### src/rtl/pattern_seq_pkg.sv
// Shared types and encodings for the pattern sequencer.
package pattern_seq_pkg;

    typedef enum logic {
        ST_IDLE = 1'b0,
        ST_RUN  = 1'b1
    } state_e;

    localparam logic MODE_CONT    = 1'b0;
    localparam logic MODE_ONESHOT = 1'b1;

    // Index width with a floor of one bit so single-entry ranges stay legal.
    function automatic int unsigned idx_w(input int unsigned n);
        return (n > 1) ? $clog2(n) : 1;
    endfunction

endpackage

### src/rtl/beat_tick.sv
// Clocks-per-beat prescaler: counts 0..DIV-1 while enabled, ticks on the last count.
module beat_tick
    import pattern_seq_pkg::*;
#(
    parameter int unsigned DIV = 1
) (
    input  logic clk,
    input  logic rst_n,
    input  logic en_i,
    input  logic clr_i,
    output logic tick_o_c
);

    localparam int unsigned CNTW = idx_w(DIV);

    logic [CNTW-1:0] cnt_q, cnt_d;

    assign tick_o_c = en_i && (cnt_q == CNTW'(DIV - 1));

    always_comb begin
        cnt_d = cnt_q;
        if (clr_i) begin
            cnt_d = '0;
        end else if (en_i) begin
            cnt_d = tick_o_c ? '0 : cnt_q + CNTW'(1);
        end
    end

    always_ff @(posedge clk or negedge rst_n) begin
        if (!rst_n) begin
            cnt_q <= '0;
        end else begin
            cnt_q <= cnt_d;
        end
    end

endmodule

### src/rtl/pattern_seq.sv
// Multi-channel beat pattern sequencer with double-buffered patterns and
// continuous / one-shot run modes.
module pattern_seq
    import pattern_seq_pkg::*;
#(
    parameter int unsigned BEATS = 8,
    parameter int unsigned CH    = 4,
    parameter int unsigned DIV   = 1,
    localparam int unsigned BW   = $clog2(BEATS),
    localparam int unsigned CW   = idx_w(CH)
) (
    input  logic             clk,
    input  logic             rst_n,
    input  logic             start,
    input  logic             stop,
    input  logic             mode,
    input  logic [BW-1:0]    cfg_last,
    input  logic             pat_wr,
    input  logic [CW-1:0]    pat_ch,
    input  logic [BEATS-1:0] pat_data,
    output logic [CH-1:0]    out,
    output logic [BW-1:0]    beat,
    output logic             busy,
    output logic             wrap,
    output logic             done
);

    state_e                     state_q, state_d;
    logic [BW-1:0]              beat_q, beat_d;
    logic [BW-1:0]              last_q, last_d;
    logic                       mode_q, mode_d;
    logic                       wrap_q, wrap_d;
    logic                       done_q, done_d;
    logic [CH-1:0]              out_q, out_d;
    logic [CH-1:0][BEATS-1:0]   shadow_q, shadow_d;
    logic [CH-1:0][BEATS-1:0]   active_q, active_d;
    logic                       tick_c;
    logic                       start_acc_c;
    logic                       leave_c;

    beat_tick #(
        .DIV(DIV)
    ) u_beat_tick (
        .clk      (clk),
        .rst_n    (rst_n),
        .en_i     (state_q == ST_RUN),
        .clr_i    (start_acc_c | leave_c),
        .tick_o_c (tick_c)
    );

    // Next-state, pattern buffering and registered-output decode.
    always_comb begin
        state_d     = state_q;
        beat_d      = beat_q;
        last_d      = last_q;
        mode_d      = mode_q;
        wrap_d      = 1'b0;
        done_d      = 1'b0;
        shadow_d    = shadow_q;
        active_d    = active_q;
        start_acc_c = 1'b0;
        leave_c     = 1'b0;

        for (int c = 0; c < int'(CH); c++) begin
            if (pat_wr && (pat_ch == CW'(c))) begin
                shadow_d[c] = pat_data;
            end
            out_d[c] = (state_q == ST_RUN) ? active_q[c][beat_q] : 1'b0;
        end

        // Copies into active read shadow_q, so a same-cycle write waits for the next copy.
        case (state_q)
            ST_IDLE: begin
                if (start && !stop) begin
                    start_acc_c = 1'b1;
                    state_d     = ST_RUN;
                    beat_d      = '0;
                    mode_d      = mode;
                    last_d      = cfg_last;
                    active_d    = shadow_q;
                end
            end
            ST_RUN: begin
                if (stop) begin
                    leave_c = 1'b1;
                    state_d = ST_IDLE;
                    beat_d  = '0;
                end else if (tick_c) begin
                    if (beat_q < last_q) begin
                        beat_d = beat_q + BW'(1);
                    end else begin
                        beat_d = '0;
                        if (mode_q == MODE_ONESHOT) begin
                            leave_c = 1'b1;
                            state_d = ST_IDLE;
                            done_d  = 1'b1;
                        end else begin
                            wrap_d   = 1'b1;
                            active_d = shadow_q;
                        end
                    end
                end
            end
            default: begin
                state_d = ST_IDLE;
            end
        endcase
    end

    always_ff @(posedge clk or negedge rst_n) begin
        if (!rst_n) begin
            state_q  <= ST_IDLE;
            beat_q   <= '0;
            last_q   <= '0;
            mode_q   <= MODE_CONT;
            wrap_q   <= 1'b0;
            done_q   <= 1'b0;
            out_q    <= '0;
            shadow_q <= '0;
            active_q <= '0;
        end else begin
            state_q  <= state_d;
            beat_q   <= beat_d;
            last_q   <= last_d;
            mode_q   <= mode_d;
            wrap_q   <= wrap_d;
            done_q   <= done_d;
            out_q    <= out_d;
            shadow_q <= shadow_d;
            active_q <= active_d;
        end
    end

    assign out  = out_q;
    assign beat = beat_q;
    assign busy = (state_q == ST_RUN);
    assign wrap = wrap_q;
    assign done = done_q;

endmodule

### config.mk
export PLATFORM = sky130hd
export DESIGN_NAME = pattern_seq
export DESIGN_NICKNAME = d
export VERILOG_FILES = /design/src/rtl/pattern_seq_pkg.sv /design/src/rtl/beat_tick.sv /design/src/rtl/pattern_seq.sv
export SDC_FILE = /design/constraint.sdc
export NUM_CORES = 1
export LEC_CHECK = 0
export ABC_AREA = 1
export BUFFER_PORTS_ARGS = -buffer_cell sky130_fd_sc_hd__buf_2
export CELL_PAD_IN_SITES_DETAIL_PLACEMENT = 1
export CELL_PAD_IN_SITES_GLOBAL_PLACEMENT = 2
export CORE_ASPECT_RATIO = 0.6
export CORE_MARGIN = 4
export CORE_UTILIZATION = 38
export CTS_CLUSTER_DIAMETER = 30
export CTS_CLUSTER_SIZE = 28
export DETAILED_ROUTE_END_ITERATION = 6
export GPL_TIMING_DRIVEN = 0
export PLACE_DENSITY_LB_ADDON = 0.1
export SKIP_CTS_REPAIR_TIMING = 1
export SLEW_MARGIN = 40
export SYNTH_ARGS = -nofsm -noshare
export SYNTH_HDL_FRONTEND = slang
export SYNTH_HIERARCHICAL = 1
export SYNTH_SLANG_ARGS = --single-unit
### constraint.sdc
create_clock -name clk -period 4.2 [get_ports clk]
set_clock_uncertainty 0.15 [all_clocks]
set_input_delay 0.42 -clock clk [delete_from_list [all_inputs] [get_ports clk]]
set_output_delay 0.42 -clock clk [all_outputs]
set_load 0.05 [all_outputs]
==> metrics.md <==
| Metric | Value |
|---|---|
| Width of the die | `131 µm` |
| Synth cell types | `23` |
| Post-synth ARST share | `100%` |
| Cell breakdown of the critical path | `ha_1 -> a21oi_1 -> nand2_2 -> nand3_4 -> nand2_4 -> buf_4 -> nand2_1 -> nand2_1` |
| Non-Filler Instances | `571` |
| Met2 Wirelength | `4160 µm` |
| ANT nets after route | `0` |
| DR iter-0 viols | `133` |
| Critical path arrival | `1.97 ns` |
| Std-Cell Rows | `26` |
| Depth of the worst register-to-register path | `8` |
| Crit Path Category | `flip-flop to flip-flop` |
| Top cell type by total area after synthesis | `dfrtp_1` |
| Gpl congestion | `0.756` |
| Vias in the first global route | `3,137` |
| Largest net degree at the start of global routing | `57` |
| Post-synth EDFFs | `0` |
| Post-synth top area share | `57.1%` |
| Routed length per instance | `16.9 µm` |
| Max-Cap Viols | `0` |
| Final Setup Violations | `0` |
| CP max-delay cell | `dfrtp_1` |
| Max layer used | `met4` |
| Number of synthesized register bits | `79` |
| Startpoint types | `flip-flop` |
| Fin nets | `476` |
| Gr usage total | `20.3%` |
| DIE HEIGHT | `81.9 µm` |
| CTS root buf | `clkbuf_16` |
| Total Wirelength | `9660 µm` |
| Clock slew at reported path FFs | `0.06 ns` |
| Cts bufs inserted | `9` |
| Routed vias | `2,871` |
| Top FF cell, synth | `dfrtp_1` |
| FILL cells | `1,056` |
| Clock buffer depth | `2` |
| Power Density | `521 mW/mm²` |
| Final worst slack | `2.30 ns` |
| Max VDD drop | `219 µV` |
| Syn Std Cell Area | `0.00346 mm²` |
| HP Class | `primary input to flip-flop` |
| WL met1 | `5020 µm` |
| Num ports | `29` |
| CTS H-Tree Depth | `3` |
| Fmax | `527 MHz` |
| Syn. warnings | `6` |
| Syn_nets | `435` |
| Initial antenna violation count | `0` |
| Area of placed instances | `0.00378 mm²` |
| Slew Viols, Final | `0` |
| FF-to-FF Start | `beat[2]$_DFFE_PN0P_` |
| Worst-path fanout max | `10` |
| Worst R2R Setup Slack | `2.30 ns` |
| Status | `completed` |
| Port bufs | `28` |
| Worst-Margin Slew | `0.549 ns` |
| Final Util | `47.0%` |
| Final Instance Area | `0.00408 mm²` |
| Syn Inst Count | `413` |
| Total power | `2.13 mW` |
| Placed cell count | `554` |
| Hold Vio Cnt, Final | `0` |
| Congestion Overflow GR | `0` |
| Antenna diodes | `0` |
| Pre-CTS setup slack | `2.33 ns` |
| Initial DRT Pass Iterations | `4` |
| Sequential cell area | `0.00198 mm²` |
| CP max stage delay | `0.40 ns` |
| DPL Wire Length | `7220 µm` |
| CTS tree | `done` |
| Area of the multi-input gates | `0.00126 mm²` |
| Syn Area/Cell | `8.38 µm²` |
| Share of layout cells above drive strength 1 | `14.6%` |
| Worst Hold Endpoint | `last_q[0]$_DFFE_PN0P_` |
| Worst-Skew Late Latency | `0.34 ns` |
| Worst hold margin | `0.161 ns` |
| Initial Utilization | `39.9%` |
| Residual DRC | `0` |
| Hold Crit Depth | `2` |
| Final worst path period need | `1.90 ns` |
| Post-synth top cells | `nand2_1 (132), dfrtp_1 (79), nor2_1 (46)` |
| Met3 wire len | `384 µm` |
| Period utilization | `45.2%` |
| Layout Area Growth over Synthesis | `17.9%` |
| Vias per cell | `5.03` |
| Largest cells by area after synthesis | `dfrtp_1 (57%), nand2_1 (14%), nand3_1 (6.4%), o21ai_0 (6.2%), nor2_1 (5.0%)` |
| Pleak | `2.15 nW` |
| Sequential fraction of the synthesis area | `57.1%` |
| Core Box Area | `0.00869 mm²` |
| Most common cell in the netlist | `nand2_1` |
| RSZ-0062 raised after global routing | `false` |
| First-pass GRT wire length | `16,600 µm` |
| Most frequent CP cell | `nand2_1` |
| CP Capture Type | `flip-flop` |
| CTS Sinks | `79` |
| RR Endpoint | `active_q[8]$_DFFE_PN0P_` |
| Worst rel slew slack | `63.4%` |
| Setup TNS Final | `0 ns` |
| Die Area | `0.0108 mm²` |
| HP Start | `cfg_last[0]` |
| Req. time, crit path | `4.27 ns` |
==> power by group <==
group	switching, mW	internal, mW	total, mW
logic	0.239	0.131	0.370
registers	0.0837	0.901	0.985
clock network	0.308	0.464	0.773
==> worst max-delay path: cells and delay by family (launching register included) <==
family / cells / cell delay, ns
AO/OA/AOI/OAI: 1 / 0.17
adder cells (fa/ha/maj): 1 / 0.32
buffers and inverters: 1 / 0.19
flip-flops: 1 / 0.40
AND/OR/NAND/NOR: 5 / 0.54
==> logic make-up (layout without fill, tap and decap cells) <==
family / after synthesis / after routing / synth area share [%]
buffers and inverters: 52 / 98 / 6.61
DFF: 79 / 79 / 57.1
AOI/OAI and AO/OA: 47 / 47 / 6.87
muxes: 2 / 2 / 0.650
adders and majority gates: 3 / 3 / 1.08
and+or+nand+nor: 230 / 230 / 27.7
==> how the worst max path moves through the flow <==
stage,endpoint,slack [ns],depth (start not counted),from
after global routing,active_q[8]$_DFFE_PN0P_,2.16,10,beat[2]$_DFFE_PN0P_
after global placement,shadow_q[19]$_DFFE_PN0P_,1.91,1,rst_n
after detailed placement,active_q[8]$_DFFE_PN0P_,2.33,8,beat[2]$_DFFE_PN0P_
after CTS,active_q[8]$_DFFE_PN0P_,2.28,8,beat[2]$_DFFE_PN0P_
after floorplan,active_q[0]$_DFFE_PN0P_,2.31,8,beat[2]$_DFFE_PN0P_
final,active_q[8]$_DFFE_PN0P_,2.30,8,beat[2]$_DFFE_PN0P_
==> cells in the final DEF (no fill, tap or decap) <==
cell type | netlist | layout
clkbuf_16 | 0 | 9
clkbuf_1 | 6 | 7
buf_16 | 0 | 1
nand3_1 | 44 | 44
nand2_1 | 132 | 132
inv_1 | 29 | 29
buf_2 | 6 | 33
clkinv_1 | 1 | 1
nand4_1 | 1 | 1
ha_1 | 3 | 3
nand3_4 | 1 | 1
dlygate4sd3_1 | 0 | 1
clkinvlp_4 | 0 | 1
nor2_1 | 46 | 46
mux2_2 | 2 | 2
inv_2 | 2 | 2
buf_6 | 1 | 2
buf_1 | 2 | 2
nand3_2 | 1 | 1
dfrtp_1 | 79 | 79
clkinv_2 | 0 | 1
nor2_2 | 2 | 2
clkbuf_8 | 0 | 4
nand2_4 | 1 | 1
nand2_2 | 2 | 2
o21ai_0 | 43 | 43
a21boi_0 | 1 | 1
buf_4 | 5 | 5
a21oi_1 | 3 | 3
==> final cells by class <==
cell class | count | area share (%)
Timing Repair Buffer | 30 | 4.51
Buffer | 20 | 2.67
Multi-Input combinational cell | 282 | 30.8
Tap cell | 112 | 3.43
Inverter | 32 | 2.94
Clock buffer | 14 | 6.96
Clock inverter | 2 | 0.306
Sequential cell | 79 | 48.4
==> metal layers <==
metal	vias up	global-route usage, %
li1	1385	-
met1	1438	28.5
met2	36	32.3
met3	12	4.59
met4	0	5.03
met5	-	0
==> flip-flops by register name, indices dropped and copies added (netlist names) <==
register           cells
last_q                 3
u_beat_tick/cnt_q      1
out                    4
wrap                   1
mode_q                 1
busy                   1
active_q              32
shadow_q              32
beat                   3
done                   1
(Power assumes the default switching activity.)
